--- config.mk ---
export PLATFORM = sky130hd
export DESIGN_NAME = imm_pack
export DESIGN_NICKNAME = d
export VERILOG_FILES = /design/src/rtl/imm_pack.sv
export SDC_FILE = /design/constraint.sdc
export NUM_CORES = 1
export LEC_CHECK = 0
export ABC_AREA = 1
export BUFFER_PORTS_ARGS = -buffer_cell sky130_fd_sc_hd__buf_2
export CORE_MARGIN = 2
export CORE_UTILIZATION = 42
export DETAILED_ROUTE_END_ITERATION = 6
export GPL_TIMING_DRIVEN = 0
export PLACE_DENSITY = 0.65
export SLEW_MARGIN = 5
export SYNTH_ARGS = -nofsm -noshare
export SYNTH_HDL_FRONTEND = slang
export SYNTH_SLANG_ARGS = --single-unit
--- constraint.sdc ---
create_clock -name clk -period 2.2 [get_ports clk]
set_input_delay 0.66 -clock clk [delete_from_list [all_inputs] [get_ports clk]]
set_output_delay 0.66 -clock clk [all_outputs]
set_load 0.01 [all_outputs]
--- src/rtl/imm_pack.sv ---
// imm_pack -- inverse of the MIPS immediate extender.
//
// Packs a 32-bit operand into the instruction field selected by in_extop
// (0 zext imm16, 1 sext imm16, 2 shamt, 3 jump target). It also checks that
// the operand would survive the extend round trip, and queues the packed
// word in a 2-entry FIFO. Each queued word gets a sequential word address,
// so the stream can be written straight into instruction memory.
//
// Ports:
//   clk, reset           rising-edge clock, synchronous active-high reset
//   in_valid / in_ready  input handshake; in_ready = FIFO not full
//   in_base              instruction skeleton (bits outside the field are kept)
//   in_imm               operand to pack
//   in_extop             field select
//   out_valid/out_ready  FIFO head handshake
//   out_instr            packed instruction at the FIFO head
//   out_addr             word address of the FIFO head
//   out_err              head operand failed the range check
//   err_cnt              saturating count of range errors since reset
//
// Build option IMM_PACK_DROP_ERR_EN: words that fail the range check are
// dropped instead of queued. They still bump err_cnt, they do not consume an
// address, and out_err is tied low.
module imm_pack #(
  parameter int ADDR_W    = 10,
  parameter int BASE_ADDR = 0,
  parameter int ERR_CNT_W = 8
) (
  input  logic                 clk,
  input  logic                 reset,
  input  logic                 in_valid,
  output logic                 in_ready,
  input  logic [31:0]          in_base,
  input  logic [31:0]          in_imm,
  input  logic [1:0]           in_extop,
  output logic                 out_valid,
  input  logic                 out_ready,
  output logic [31:0]          out_instr,
  output logic [ADDR_W-1:0]    out_addr,
  output logic                 out_err,
  output logic [ERR_CNT_W-1:0] err_cnt
);

  localparam logic [ADDR_W-1:0]    BASE_ADDR_C = ADDR_W'(BASE_ADDR);
  localparam logic [ADDR_W-1:0]    ADDR_ONE_C  = {{(ADDR_W-1){1'b0}}, 1'b1};
  localparam logic [ERR_CNT_W-1:0] ERR_ONE_C   = {{(ERR_CNT_W-1){1'b0}}, 1'b1};
  localparam logic [ERR_CNT_W-1:0] ERR_MAX_C   = {ERR_CNT_W{1'b1}};

  // Overwrite only the field selected by op; all other bits come from base.
  function automatic logic [31:0] pack_field(input logic [31:0] base,
                                             input logic [31:0] imm,
                                             input logic [1:0]  op);
    logic [31:0] res_s;
    res_s = base;
    case (op)
      2'd0, 2'd1: res_s[15:0] = imm[15:0];
      2'd2:       res_s[10:6] = imm[4:0];
      2'd3:       res_s[25:0] = imm[25:0];
      default:    res_s       = base;
    endcase
    return res_s;
  endfunction

  // The operand is out of range if re-extending the packed field would not
  // give back the original value.
  function automatic logic range_err(input logic [31:0] imm,
                                     input logic [1:0]  op);
    logic bad_s;
    case (op)
      2'd0:    bad_s = |imm[31:16];
      // sext: bits 31..15 must all be copies of the sign bit
      2'd1:    bad_s = ~((&imm[31:15]) | (~|imm[31:15]));
      2'd2:    bad_s = |imm[31:5];
      2'd3:    bad_s = |imm[31:26];
      default: bad_s = 1'b0;
    endcase
    return bad_s;
  endfunction

  logic [1:0]           count_r,      count_nx_s;
  logic [31:0]          head_instr_r, head_instr_nx_s;
  logic [ADDR_W-1:0]    head_addr_r,  head_addr_nx_s;
  logic                 head_err_r,   head_err_nx_s;
  logic [31:0]          tail_instr_r, tail_instr_nx_s;
  logic [ADDR_W-1:0]    tail_addr_r,  tail_addr_nx_s;
  logic                 tail_err_r,   tail_err_nx_s;
  logic [ADDR_W-1:0]    enq_addr_r,   enq_addr_nx_s;
  logic [ERR_CNT_W-1:0] err_cnt_r,    err_cnt_nx_s;

  logic        accept_s;
  logic        bad_s;
  logic        enq_s;
  logic        pop_s;
  logic        new_err_s;
  logic [31:0] new_instr_s;

  assign in_ready  = (count_r != 2'd2);
  assign out_valid = (count_r != 2'd0);
  assign out_instr = head_instr_r;
  assign out_addr  = head_addr_r;
  assign out_err   = head_err_r;
  assign err_cnt   = err_cnt_r;

  // Handshake decode and packing of the incoming word.
  always_comb begin
    accept_s    = in_valid & in_ready;
    bad_s       = range_err(in_imm, in_extop);
    new_instr_s = pack_field(in_base, in_imm, in_extop);
    pop_s       = out_valid & out_ready;
`ifdef IMM_PACK_DROP_ERR_EN
    enq_s       = accept_s & ~bad_s;
    new_err_s   = 1'b0;
`else
    enq_s       = accept_s;
    new_err_s   = bad_s;
`endif
  end

  // FIFO, address counter and error counter next-state.
  always_comb begin
    count_nx_s      = count_r;
    head_instr_nx_s = head_instr_r;
    head_addr_nx_s  = head_addr_r;
    head_err_nx_s   = head_err_r;
    tail_instr_nx_s = tail_instr_r;
    tail_addr_nx_s  = tail_addr_r;
    tail_err_nx_s   = tail_err_r;
    enq_addr_nx_s   = enq_addr_r;
    err_cnt_nx_s    = err_cnt_r;

    case (count_r)
      2'd0: begin
        if (enq_s) begin
          head_instr_nx_s = new_instr_s;
          head_addr_nx_s  = enq_addr_r;
          head_err_nx_s   = new_err_s;
          count_nx_s      = 2'd1;
        end else begin
          count_nx_s      = 2'd0;
        end
      end
      2'd1: begin
        if (enq_s) begin
          if (pop_s) begin
            // push and pop together: the new word replaces the head
            head_instr_nx_s = new_instr_s;
            head_addr_nx_s  = enq_addr_r;
            head_err_nx_s   = new_err_s;
            count_nx_s      = 2'd1;
          end else begin
            tail_instr_nx_s = new_instr_s;
            tail_addr_nx_s  = enq_addr_r;
            tail_err_nx_s   = new_err_s;
            count_nx_s      = 2'd2;
          end
        end else if (pop_s) begin
          count_nx_s = 2'd0;
        end else begin
          count_nx_s = 2'd1;
        end
      end
      2'd2: begin
        // push is blocked at count 2 because in_ready is low
        if (pop_s) begin
          head_instr_nx_s = tail_instr_r;
          head_addr_nx_s  = tail_addr_r;
          head_err_nx_s   = tail_err_r;
          count_nx_s      = 2'd1;
        end else begin
          count_nx_s      = 2'd2;
        end
      end
      default: count_nx_s = 2'd0;
    endcase

    if (enq_s) begin
      enq_addr_nx_s = enq_addr_r + ADDR_ONE_C;
    end else begin
      enq_addr_nx_s = enq_addr_r;
    end

    if (accept_s && bad_s && (err_cnt_r != ERR_MAX_C)) begin
      err_cnt_nx_s = err_cnt_r + ERR_ONE_C;
    end else begin
      err_cnt_nx_s = err_cnt_r;
    end
  end

  // State registers; reset empties the FIFO and restarts the address.
  always_ff @(posedge clk) begin
    if (reset) begin
      count_r      <= 2'd0;
      head_instr_r <= 32'h0000_0000;
      head_addr_r  <= '0;
      head_err_r   <= 1'b0;
      tail_instr_r <= 32'h0000_0000;
      tail_addr_r  <= '0;
      tail_err_r   <= 1'b0;
      enq_addr_r   <= BASE_ADDR_C;
      err_cnt_r    <= '0;
    end else begin
      count_r      <= count_nx_s;
      head_instr_r <= head_instr_nx_s;
      head_addr_r  <= head_addr_nx_s;
      head_err_r   <= head_err_nx_s;
      tail_instr_r <= tail_instr_nx_s;
      tail_addr_r  <= tail_addr_nx_s;
      tail_err_r   <= tail_err_nx_s;
      enq_addr_r   <= enq_addr_nx_s;
      err_cnt_r    <= err_cnt_nx_s;
    end
  end

endmodule

==> impl_metrics.toml, run 1 <==
[finish]
fill_cells = 1135
register_area_um2 = 2120
multi_input_area_um2 = 2480
antenna_cells = 0
postLayoutCoreUtil_pct = 52.8
layout-drive-gt1-share_pct = 22.5
layout.nets = 872
instances_no_fill = 947
most-common-layout-cells = "buf_2, nand2_1, a21oi_1, dfxtp_1, o21ai_0"
layout_commonest_cell = "buf_2"
area_growth_pct = 21.8

[power]
peakVddDrop_mv = 0.494
p_leak_nw = 2.65
total_power_mw = 4.58
powerDensity_nw_per_um2 = 756

[drt]
drc = 0
route.antenna.remaining_nets = 0
wl_mm = 14.4
dr.pass1.iters = 5
routed_via_density = 5.35
vias = 5068
drt_iter0_drc = 353
wire_per_inst_um = 15.2

[clock_tree]
cts_buffers = 9
clock-sinks = 106
cts_tree = "built"
cts_hold_buf = 0
clk_pin_slew_ns = 0.07
root_buffer = "clkbuf_16"
clock_latency_ns = 0.34
clk_path_buf_depth = 2
htree_num_levels = 3

[sta]
hold_viol = 0
grt_setup_unrepaired = "no"
relSlewSlack_pct = 63.7
worstMarginPinSlew_ns = 0.545
slew_violations = 0
finalCriticalPeriod_ns = 2.02
fin_skew_ns = 0.00766
finalSetupViolCount = 0
post-route-period-util_pct = 92.0
max_clock_freq_ghz = 0.494

[synth]
ys_seq_area_share_pct = 42.6
ys_warn_count = 0
synth.distinct_cells = 37
ys_ff_latch = 106
syn_inst = 674
syn_nets = 747
synth_area_per_cell_um2 = 7.38
synthesis.area_um2 = 4980

[die]
ioPinCount = 123
num_rows = 39
core_um2 = 11500
die_area_um2 = 12700
fp.dieW_um = 113
die_y_um = 113
start_util_pct = 43.4

[global_route]
grt_pass1_vias = 4753
grt.busiest_layer = "met2"
use_met3_pct = 5.25
antenna_found_initial = 0
grt_overflow = 0
grt_pass1_wl_mm = 23.3
use_met1_pct = 29.8
grt_max_degree = 20
grt_use_total_pct = 22.6
use_met2_pct = 36.4

[setup_path]
r2r-end = "tail_instr_r[2]"
criticalPathCategory = "reg2reg"
arrival_ns = 2.30
r2r_slack_ns = 0.18
r2r-start = "count_r[0]"
crit_required_ns = 2.47
startpoint_type = "flop"
crit_fanout = 10
setup.worst_path.end_class = "flop"
r2r_cells = 11

[hold_path]
whs_path_depth = 2
hp-start = "tail_instr_r[28]"
worst_hold_path.endpoint = "tail_instr_r[28]"
hold_path_class = "reg2reg"

[place]
globalplace.congestion = 0.873
dp.cells = 932
dp.final_hpwl_mm = 10.6
port_buffers = 115

[run]
cap_violations = 0

[run_status]
status = "completed"
-- through the flow --
step / worst slack (ns) / cell area, um^2 / TNS (ns) / hold slack (ns)
global placement: -0.528 / 5730 / -19.40 / 0.452
CTS: 0.0256 / 6060 / 0 / 0.468
floorplan: 0.206 / 4980 / 0 / 0.445
finish: 0.175 / 6060 / 0 / 0.466
detailed placement: -0.592 / 5730 / -21.65 / 0.456
global route: 0.0234 / 6060 / 0 / 0.489
-- Yosys cell counts (all sizes together) --
cell type  count  share of area (%)
nor3b          2               0.30
nor3           7                1.0
mux2i         18                3.6
nor4           1               0.13
nand3         21                2.2
xnor2          1               0.18
nor2          55                4.5
inv           41                3.1
nand2        121                9.6
nand4         16                2.3
ha             3               0.75
buf           16                2.4
a21oi        105                 11
a31oi         16                2.0
or2           26                3.3
o21ai         89                9.0
clkinv         2               0.15
dfxtp        106                 43
o22ai          1               0.13
clkbuf        26                2.0
o21a           1               0.15
-- worst max-delay path by stage --
stage                     startpoint          endpoint  slack [ns]  cells past startpoint
after floorplan             in_valid  tail_instr_r[13]        0.21                      9
after global placement      in_valid   tail_instr_r[0]       -0.53                     10
after detailed placement    in_valid   tail_instr_r[2]       -0.59                     10
after CTS                 count_r[0]  tail_instr_r[22]        0.03                     11
after global routing      count_r[0]  tail_instr_r[18]        0.02                     11
final                     count_r[0]   tail_instr_r[2]        0.18                     11
-- layer usage --
layer / part of all wire (%) / vias to the layer above
li1: - / 2528
met4: 2.2 / 0
met2: 46 / 190
met3: 6.9 / 30
met1: 45 / 2320
met5: 0 / -
-- critical path: stages, from the launching register on --
cell and delay [ns]:
dfxtp_2 0.39, inv_2 0.05, nand2_2 0.08, nand2_2 0.12
inv_2 0.13, buf_4 0.18, ha_1 0.21, nand3_4 0.16
inv_4 0.14, clkbuf_4 0.22, o21ai_0 0.11, a21oi_1 0.16
-- registers in the layout (all words and copies together) (netlist names) --
| signal | cells |
|---|---|
| out_err | 1 |
| count_r | 2 |
| err_cnt | 8 |
| tail_err_r | 1 |
| tail_instr_r | 32 |
| enq_addr_r | 10 |
| tail_addr_r | 10 |
| out_addr | 10 |
| out_instr | 32 |
-- where the power goes --
part | internal [mW] | switching [mW] | total, mW
Clock | 0.893 | 0.737 | 1.63
Combinational | 0.305 | 0.495 | 0.799
Sequential | 2.07 | 0.0832 | 2.15
Total | 3.27 | 1.31 | 4.58
-- timing repair --
action                                  in CTS  in global routing
resized for setup                           11                  4
endpoints found under the setup margin      45                 43
setup buffers                                0                  0
-- cell type report --
class | count | area share [%]
Clock buffer | 9 | 3.72
Clock inverter | 7 | 1.26
Sequential cell | 106 | 35.0
Multi-Input combinational cell | 483 | 41.0
Timing Repair Buffer | 115 | 9.50
Inverter | 43 | 2.71
Tap cell | 143 | 2.95
Buffer | 41 | 3.80
-- kinds of logic after synthesis --
family | synth area share (%)
AND/OR/NAND/NOR | 23.3
AO/OA/AOI/OAI | 21.9
flip-flops | 42.6
buffers and inverters | 7.67
multiplexers | 3.62
adder cells (fa/ha/maj) | 0.754
XOR/XNOR | 0.176
Note: power is estimated with default switching activity, not from simulation.
==> run 2, diff against run 1 <==
clock period = 2.3 ns   (was 2.2 ns; I/O delays follow)
==> impl_metrics.toml, run 2 (synthesis gave the netlist of run 1 again) <==
[power]
p_leak_nw = 2.65
powerDensity_nw_per_um2 = 726
peakVddDrop_mv = 0.476
total_power_mw = 4.39

[finish]
most-common-layout-cells = "buf_2, nand2_1, dfxtp_1"
design_area_um2 = 6050
layout.nets = 872
antenna_cells = 0
area_growth_pct = 21.6
layout-drive-gt1-share_pct = 22.3
layout_commonest_cell = "buf_2"

[setup_path]
criticalPathCategory = "reg2reg"
r2r-start = "count_r[0]"
worstPathCellList = "inv_2, nand2_2, nand2_2, inv_2, buf_4, ha_1, nand3_4, inv_4, buf_2, o21ai_0, a21oi_1"
setup.worst_path.end_class = "flop"
cp_slowest_stage_delay_ns = 0.44
crit_fanout = 10
r2r-end = "tail_instr_r[2]"
r2r_cells = 11
crit_required_ns = 2.57
crit_start = "count_r[0]"
cp_slowest_cell = "dfxtp_1"
startpoint_type = "flop"
r2r_slack_ns = 0.18
arrival_ns = 2.39
crit_end = "tail_instr_r[2]"

[place]
place_area_um2 = 5730
port_buffers = 115
dp.final_hpwl_mm = 10.6
globalplace.congestion = 0.873

[sta]
finalCriticalPeriod_ns = 2.12
relSlewSlack_pct = 63.5
max_clock_freq_ghz = 0.472
worstMarginPinSlew_ns = 0.547
slew_violations = 0
fin_skew_ns = 0.00887
finalSetupViolCount = 0
hold_viol = 0
post-route-period-util_pct = 92.1
grt_setup_unrepaired = "no"

[clock_tree]
clock_latency_ns = 0.35
clk_path_buf_depth = 2
root_buffer = "clkbuf_16"
cts_buffers = 9
clk_pin_slew_ns = 0.08
htree_num_levels = 3
clock-sinks = 106
cts_tree = "built"

[drt]
vias = 5049
drt_iter0_drc = 341
wl_mm = 14.4
wire_per_inst_um = 15.2
route.antenna.remaining_nets = 0
drc = 0
dr.pass1.iters = 5
routed_via_density = 5.33

[die]
ioPinCount = 123
die_y_um = 113
start_util_pct = 43.4
num_rows = 39
core_um2 = 11500
die_area_um2 = 12700
fp.dieW_um = 113

[hold_path]
hold_path_class = "reg2reg"

[global_route]
grt_pass1_wl_mm = 23.3
grt_max_degree = 20
antenna_found_initial = 0
grt_use_total_pct = 22.6
grt_overflow = 0
grt_pass1_vias = 4742

[run]
cap_violations = 0

[run_status]
status = "completed"
run 2: changes by cell type in the layout (fill, tap and decap cells not counted):
cell      change
buf_2         +1
clkbuf_1      +1
clkbuf_2      -1
clkbuf_4      -1
dfxtp_1       +1
dfxtp_2       -1
run 2: worst max-delay path, delay by kind of cell, from the launching register on:
kind            cells  cell delay, ns
compound gates      2            0.27
fa+ha+maj           1            0.21
buf+inv             5            0.75
flops               1            0.44
simple gates        3            0.37
run 2: area by class of cell:
class,instances,area [um^2]
buffer,41,226
tap,143,179
clock buffer,9,225
fill,1132,5410
clock inverter,7,76.3
multi-input combinational,483,2480
inverter,43,164
sequential,106,2120
timing repair buffer,115,576
run 2: report_power, final:
part / total [mW] / internal (mW) / switching [mW]
clock network: 1.57 / 0.855 / 0.717
registers: 2.06 / 1.98 / 0.0794
logic: 0.764 / 0.291 / 0.473
run 2: timing repair:
item,in CTS,in global routing
setup buffers,0,0
setup endpoints to repair,40,41
resized for setup,7,6
hold buffers,0,0
endpoints found under the hold margin,0,0
run 2: worst min-delay path by stage:
stage	startpoint	end	slack [ns]	cells after the start
detailed placement	tail_instr_r[28]	tail_instr_r[28]	0.46	2
floorplan	tail_addr_r[0]	tail_addr_r[0]	0.45	2
CTS	tail_instr_r[28]	tail_instr_r[28]	0.47	2
global placement	tail_instr_r[28]	tail_instr_r[28]	0.45	2
global route	tail_addr_r[4]	tail_addr_r[4]	0.49	2
finish	tail_instr_r[28]	tail_instr_r[28]	0.47	2
run 2: routing by layer:
layer | GRT usage, % | share of wire, % | vias up | wire length, um
met5 | 0 | 0 | - | 0
met4 | 7.80 | 2.1 | 0 | 305
met3 | 5.25 | 7.3 | 23 | 1050
met2 | 36.4 | 45 | 169 | 6540
met1 | 29.9 | 45 | 2325 | 6510
li1 | - | - | 2532 | -
run 2: stage by stage:
step	setup WS, ns	util, %	std cells	hold WS (ns)	TNS, ns
6_report	0.181	52.8	947	0.468	0
5_1_grt	0.0392	52.8	947	0.489	0
4_1_cts	0.0189	52.7	947	0.468	0
3_5_place_dp	-0.522	50.0	932	0.456	-18.57
3_3_place_gp	-0.458	50.0	932	0.452	-16.32
2_1_floorplan	0.276	-	674	0.445	0
